$ cat src/rtl/timer_pkg.sv
// Shared definitions for the down-counting tick timer: FSM state encoding
// and the prescaler division ratio used when TIMER_PRESCALE_EN is defined.
package timer_pkg;

  typedef enum logic [1:0] {
    IDLE  = 2'd0,
    RUN   = 2'd1,
    PAUSE = 2'd2
  } timer_state_t;

  localparam int PRESCALE_DIV = 4;

endpackage

$ cat src/rtl/tick_prescaler.sv
// Free-running divide-by-PRESCALE_DIV strobe generator; Clear restarts the
// phase so the first strobe after a Start/Stop is a full PRESCALE_DIV clocks away.
module tick_prescaler
  import timer_pkg::*;
(
  input  logic Clock,
  input  logic Resetn,
  input  logic Clear,
  output logic Strobe
);

  localparam int PW = (PRESCALE_DIV > 1) ? $clog2(PRESCALE_DIV) : 1;
  localparam logic [PW-1:0] LAST = PW'(PRESCALE_DIV - 1);

  logic [PW-1:0] phase;

  always_ff @(posedge Clock or negedge Resetn) begin
    if (!Resetn) begin
      phase <= '0;
    end else if (Clear || (phase == LAST)) begin
      phase <= '0;
    end else begin
      phase <= phase + PW'(1);
    end
  end

  assign Strobe = (phase == LAST);

endmodule

$ cat src/rtl/down_tick_timer.sv
// Loadable down-counting period timer with one-shot/periodic modes, pause,
// abort and a one-cycle Tick at every period end. Optional macro
// TIMER_PRESCALE_EN gates count steps with a tick_prescaler strobe.
module down_tick_timer
  import timer_pkg::*;
#(
  parameter int WIDTH = 8
) (
  input  logic             Clock,
  input  logic             Resetn,
  input  logic             Start,
  input  logic             Stop,
  input  logic             Enable,
  input  logic             Mode,
  input  logic [WIDTH-1:0] LoadValue,
  output logic [WIDTH-1:0] CountValue,
  output logic             Tick,
  output logic             Busy,
  output logic             Err
);

  timer_state_t     state_q, state_next;
  logic [WIDTH-1:0] count_q, count_next;
  logic [WIDTH-1:0] period_q, period_next;
  logic             mode_q, mode_next;
  logic             tick_q, tick_next;
  logic             err_q, err_next;
  logic             step_ok;

`ifdef TIMER_PRESCALE_EN
  tick_prescaler u_prescaler (
    .Clock  (Clock),
    .Resetn (Resetn),
    .Clear  (Start | Stop),
    .Strobe (step_ok)
  );
`else
  assign step_ok = 1'b1;
`endif

  always_ff @(posedge Clock or negedge Resetn) begin
    if (!Resetn) begin
      state_q  <= IDLE;
      count_q  <= '0;
      period_q <= '0;
      mode_q   <= 1'b0;
      tick_q   <= 1'b0;
      err_q    <= 1'b0;
    end else begin
      state_q  <= state_next;
      count_q  <= count_next;
      period_q <= period_next;
      mode_q   <= mode_next;
      tick_q   <= tick_next;
      err_q    <= err_next;
    end
  end

  // Stop beats Start beats counting; a rejected Start (zero period) freezes the
  // timer for that edge and only raises Err.
  always_comb begin
    state_next  = state_q;
    count_next  = count_q;
    period_next = period_q;
    mode_next   = mode_q;
    tick_next   = 1'b0;
    err_next    = 1'b0;

    if (Stop) begin
      state_next = IDLE;
      count_next = '0;
    end else if (Start) begin
      if (LoadValue != '0) begin
        state_next  = RUN;
        count_next  = LoadValue;
        period_next = LoadValue;
        mode_next   = Mode;
      end else begin
        err_next = 1'b1;
      end
    end else begin
      case (state_q)
        RUN: begin
          if (!Enable) begin
            state_next = PAUSE;
          end else if (step_ok) begin
            if (count_q > WIDTH'(1)) begin
              count_next = count_q - WIDTH'(1);
            end else if (count_q == WIDTH'(1)) begin
              tick_next = 1'b1;
              if (mode_q) begin
                count_next = period_q;
              end else begin
                count_next = '0;
                state_next = IDLE;
              end
            end else begin
              // A zero count in RUN can only come from corruption; park safely.
              state_next = IDLE;
            end
          end
        end
        PAUSE: begin
          if (Enable) begin
            state_next = RUN;
          end
        end
        default: begin
          state_next = IDLE;
        end
      endcase
    end
  end

  assign CountValue = count_q;
  assign Tick       = tick_q;
  assign Err        = err_q;
  assign Busy       = (state_q == RUN) || (state_q == PAUSE);

endmodule

$ cat config.mk
export PLATFORM = sky130hd
export DESIGN_NAME = down_tick_timer
export DESIGN_NICKNAME = d
export VERILOG_FILES = /design/src/rtl/timer_pkg.sv /design/src/rtl/tick_prescaler.sv /design/src/rtl/down_tick_timer.sv
export SDC_FILE = /design/constraint.sdc
export NUM_CORES = 1
export LEC_CHECK = 0
export CORE_UTILIZATION = 50
export DETAILED_ROUTE_END_ITERATION = 12
export PLACE_DENSITY = 0.88
export RECOVER_POWER = 50
export SLEW_MARGIN = 20
export SYNTH_ARGS = -nofsm -noshare
export SYNTH_HDL_FRONTEND = slang
export SYNTH_SLANG_ARGS = --single-unit
export TNS_END_PERCENT = 10
$ cat constraint.sdc
create_clock -name Clock -period 2.4 [get_ports Clock]
set_input_delay 0.36 -clock Clock [delete_from_list [all_inputs] [get_ports Clock]]
set_output_delay 0.36 -clock Clock [all_outputs]
set_load 0.01 [all_outputs]
# --- Yosys cells after proc, flatten, opt, wreduce, memory -nomap -nowiden ---
# Index checks and enable logic that the tools add are counted.
# W data, S select, Z words.
word_totals:
  ff_bits: 21
op_classes:
  n_bitwise: 1
  reduce_logical: 8
  n_mux: 26
  addsub: 1
  order_cmp: 1
  eq_ne: 7
ops:
  columns: ["op", "count"]
  rows:
  - ["$mux W8", 8]
  - ["$mux W2", 8]
  - ["$mux W1", 9]
  - ["$eq A8 B1 Y1 const B", 1]
  - ["$gt A8 B1 Y1 const B", 1]
  - ["$reduce_and A4 Y1", 2]
  - ["$reduce_bool A8 Y1", 1]
  - ["$sub A8 B1 Y8 const B", 1]
  - ["$ne A6 B6 Y1 const B", 1]
  - ["$reduce_bool A3 Y1", 2]
  - ["$ne A5 B5 Y1 const B", 1]
  - ["$ne A4 B4 Y1 const B", 1]
  - ["$pmux W2 S2", 1]
  - ["$reduce_bool A4 Y1", 1]
  - ["$ne A3 B1 Y1 const B", 1]
  - ["$reduce_and A3 Y1", 1]
  - ["$eq A2 B1 Y1 const B", 1]
  - ["$eq A2 B2 Y1 const B", 1]
  - ["$logic_or A1 B1 Y1", 1]
  - ["$not A1 Y1", 1]

# --- Depth between registers and ports, before layout ---
# Gate-level depths: netlist (run 1).
depth:
  ltp_word: 7
  depth_mapped: 8
  mapped_depth_nobuf: 7

# --- Worst setup path after synthesis (run 1) ---
# OpenSTA, ideal clock, no wires.
synth_timing:
  path_type: "register to register"
  from: "register count_q[0] (netlist: CountValue[0])"
  to: "register count_q[1] (netlist: CountValue[1])"
  t_arrival_ns: 1.896
  setup_time_ns: 0.127
  path_stages_with_launch: 7
  n_path_buf: 0
  path_slack_ns: 0.376
  cell_sequence: "dfrtp_1 inv_1 ha_1 or3b_2 o311ai_1 a21oi_1 mux2_1"
synth_between:
  elab_chain_cells: 6
  word_cells_on_any_way: 10
  cone_classes: "add/sub (1); order compare (1); eq/ne (1); mux (5); reduce/logical (2)"
synth_lines:
  columns: ["element", "line_no", "rtl"]
  rows:
  - ["start: declaration", "down_tick_timer.sv:23", "logic [WIDTH-1:0] count_q, count_next;"]
  - ["start signal: assignment", "down_tick_timer.sv:51", "count_q <= count_next;"]
  - ["$sub A8 B1 Y8 / $gt A8 B1 Y1 (equally long branches)", "down_tick_timer.sv:88, down_tick_timer.sv:87", null]
  - ["$mux W8", "down_tick_timer.sv:87", "if (count_q > WIDTH'(1)) begin"]
  - ["$mux W8", "down_tick_timer.sv:84", "if (!Enable) begin"]
  - ["$mux W8", "down_tick_timer.sv:82", "case (state_q)"]
  - ["$mux W8", "down_tick_timer.sv:72", "end else if (Start) begin"]
  - ["$mux W8", "down_tick_timer.sv:69", "if (Stop) begin"]
# Several ways; a longest one is shown, not always the timed one. The select of a mux whose other input is x is not followed.
# A chain may end at the register's enable or synchronous reset.

# --- Worst setup path after layout (run 1) ---
layout_timing:
  from: "register count_q[0] (netlist: CountValue[0])"
  to: "register count_q[6] (netlist: CountValue[6])"
# Same word-level chain as after synthesis.

==> results.sh, run 1 <==
export IMPL_status="finished, final reports clean"
export IMPL_drt_first_pass_iters=4
export IMPL_synth_commonest_cells="dfrtp_1, nand2_1, nor2_1"
export IMPL_cts_buffer_depth=2
export IMPL_cts_tree="built"
export IMPL_synth_avg_cell_area_um2=8.996
export IMPL_drc_errors=0
export IMPL_endpoint_kind="flop"
export IMPL_finalMaxSlewViolations=0
export IMPL_async_flop_share_pct=100.0
export IMPL_power_density_mw_per_mm2=585.8
export IMPL_grt_max_degree=22
export IMPL_num_rows=17
export IMPL_coreArea_mm2=0.002276
export IMPL_pin_count=25
export IMPL_leakage_nw=0.6692
export IMPL_cts_max_level=1
export IMPL_setup_viol=0
export IMPL_finClkSkew_ns=0.002967
export IMPL_fin_area_mm2=0.001524
export IMPL_overflow=0
export IMPL_dp_slack_ns=0.2216
export IMPL_finalCritPeriodShare_pct=93.17
export IMPL_p_comb_share_pct=29.4
export IMPL_hold_buffers=0
export IMPL_fp_dieW_um=51.65
export IMPL_internal_power_uw=589.7
export IMPL_ys_seq_area_share_pct=42.64
export IMPL_final_antenna_net_count=0
export IMPL_synth_compound_area_share_pct=16.04
export IMPL_worstMarginPinSlew_ns=1.187
export IMPL_synth_mux_area_fraction_pct=5.178
export IMPL_nets=181
export IMPL_synth_top_area_cell="dfrtp_1"
export IMPL_grt_pass1_vias=1043
export IMPL_vias=1140
export IMPL_portBuffers=24
export IMPL_fp_dieH_um=51.65
export IMPL_yosys_area_top_type_share_pct=42.64
export IMPL_max_slew_margin_pct=20.88
export IMPL_switching_share_pct=33.94
export IMPL_synth_simple_area_share_pct=25.28
export IMPL_synth_cell_area_mm2=0.001232
export IMPL_viasPerCell=6.000
export IMPL_cp_max_fo=7
export IMPL_synthCells=137
export IMPL_grt_usage_pct=23.97
export IMPL_critPathKind="flop to flop"
export IMPL_arrival_ns=2.43
export IMPL_power_switching_uw=303.0
export IMPL_required_ns=2.60
export IMPL_synth_ff_type="dfrtp_1"
export IMPL_clkLatencyLatePin_ns=0.31
export IMPL_critPathLaunchType="flop"
export IMPL_seq_power_share_pct=50.6
export IMPL_grt_setup_unrepaired="false"
export IMPL_layout_drive_gt1_share_pct=8.025
export IMPL_dp_hpwl_um=2222
export IMPL_syn2layout_area_growth_pct=23.65
export IMPL_post_drt_wl_per_cell_um=15.64
export IMPL_numClockSinks=21
export IMPL_wl_um=2971
export IMPL_cap_violations=0
export IMPL_yosys_area_share_adder_pct=4.061
export IMPL_cts_buffers=3
export IMPL_start_util_pct=54.15
export IMPL_fin_tns_setup_ns=0
export IMPL_die_area_mm2=0.002667
export IMPL_yosysWarnings=0
export IMPL_clk_root_buffer_cell="clkbuf_4"
export IMPL_diodes=0
export IMPL_placed_area_mm2=0.001501
export IMPL_fmax_mhz=447.2
export IMPL_synth_edf_count=0
export IMPL_synth_xor_xnor_area_share_pct=1.421
export IMPL_ir_worst_vdd_mv=0.4593
export IMPL_antenna_found_initial=0
export IMPL_grt_pass1_wl_um=4685
export IMPL_synth_top_family_by_area="simple AND/OR/NAND/NOR gates"
export IMPL_synth_area_leaders="dfrtp_1, nand2_1, nor2_1"
export IMPL_pwr_share_clk_pct=20.0
export IMPL_post_cts_buffers=0
export IMPL_gp_congestion=0.8919
export IMPL_synth_seq_cells=21
export IMPL_post_cts_resized=0
export IMPL_dr_first_iter_drc_count=60
export IMPL_worst_slack_ns=0.1639
export IMPL_syn_nets=155
export IMPL_yosysUniqueCellTypes=38
export IMPL_final_hold_viol_count=0
export IMPL_clkTransAtPathRegs_ns=0.12
export IMPL_hold_path_class="flop to flop"
export IMPL_period_needed_ns=2.236
-- worst paths after layout --
kind / startpoint / endpoint / slack, ns / cells after the start
min in group asynchronous: Resetn / state_q[0]$_DFFE_PN0P_ / 0.79 / 2
hold / removal: period_q[2]$_DFFE_PN0P_ / period_q[2]$_DFFE_PN0P_ / 0.50 / 2
setup reg to reg: CountValue[0]$_DFFE_PN0P_ / CountValue[6]$_DFFE_PN0P_ / 0.16 / 7
max in group asynchronous: Resetn / period_q[4]$_DFFE_PN0P_ / 0.91 / 2
setup / recovery: CountValue[0]$_DFFE_PN0P_ / CountValue[6]$_DFFE_PN0P_ / 0.16 / 7
hold reg to reg: period_q[2]$_DFFE_PN0P_ / period_q[2]$_DFFE_PN0P_ / 0.50 / 2
-- power by group through the flow --
stage               clock network, mW  logic, mW  registers (mW)
floorplan                           0      0.166           0.439
global placement                    0      0.256           0.453
detailed placement                  0      0.263           0.456
CTS                             0.175      0.265           0.448
global route                    0.190      0.287           0.457
finish                          0.178      0.263           0.452
-- critical path, cell delays in order (launching register included) --
cell     delay, ns
dfrtp_1       0.46
inv_1         0.08
ha_1          0.20
or3b_2        0.51
nor3_1        0.21
mux2_1        0.35
o21ai_0       0.19
a31oi_1       0.12
-- state kept, by name, summed over array words and instances, names as in the netlist --
register    count
state_q         2
CountValue      8
period_q        8
Err             1
mode_q          1
Tick            1
-- layer usage --
metal | global-route usage (%) | routed length [um] | vias to the layer above
li1 | - | - | 546
met1 | 31.46 | 1328 | 528
met2 | 40.04 | 1416 | 55
met3 | 3.216 | 178 | 11
met4 | 9.009 | 47 | 0
met5 | 0 | 0 | -
-- cells by family (layout without fill, tap and decap cells) --
family,count (synthesis),count (layout)
compound gates,30,30
mux,6,6
simple gates,60,60
fa+ha+maj,4,4
xor+xnor,2,2
flops,21,21
buf+inv,14,39
-- stage by stage --
| step | util (%) | std cells | hold WS, ns | power [mW] |
|---|---|---|---|---|
| global route | 66.96 | 190 | 0.5168 | 0.9342 |
| CTS | 67.12 | 190 | 0.3960 | 0.8880 |
| global placement | 65.97 | 186 | 0.4509 | 0.7096 |
| detailed placement | 65.97 | 186 | 0.4704 | 0.7181 |
| floorplan | - | 137 | 0.06441 | 0.6049 |
| finish | 66.96 | 190 | 0.4979 | 0.8927 |
-- cell usage in the layout, fill, tap and decap left out, drive strengths merged, types with 2 or more instances in the layout --
cell	count
o311ai	2
ha	4
mux2i	3
o21ai	5
buf	4
a31oi	5
nand3	4
clkbuf	5
dlygate4sd3	5
inv	6
nor2	14
nor3	3
nor4	5
a41oi	2
nor2b	2
or4	2
clkdlybuf4s50	19
nand4	2
and3	2
a22o	5
mux2	3
dfrtp	21
nand2	21
a21oi	8
-- cell type report --
class / instances / area [um2]
well taps: 28 / 35.03
multi-input cells: 102 / 640.6
repair buffers: 29 / 274.0
fillers: 195 / 752.0
clock buffers: 4 / 26.28
inverters: 6 / 22.52
flip-flops and latches: 21 / 525.5
(Power assumes the default switching activity.)
==> run 2: changes to the inputs <==
--- a/config.mk
+++ b/config.mk
@@ -9,8 +9,10 @@
 export DETAILED_ROUTE_END_ITERATION = 12
 export PLACE_DENSITY = 0.88
 export RECOVER_POWER = 50
+export SKIP_CTS_REPAIR_TIMING = 1
 export SLEW_MARGIN = 20
 export SYNTH_ARGS = -nofsm -noshare
 export SYNTH_HDL_FRONTEND = slang
+export SYNTH_HIERARCHICAL = 1
 export SYNTH_SLANG_ARGS = --single-unit
 export TNS_END_PERCENT = 10
==> results of run 2 <==
Final layout, timing and power as in run 1 (identical DEF).
Among the figures that moved: Yosys warning count 0 -> 6
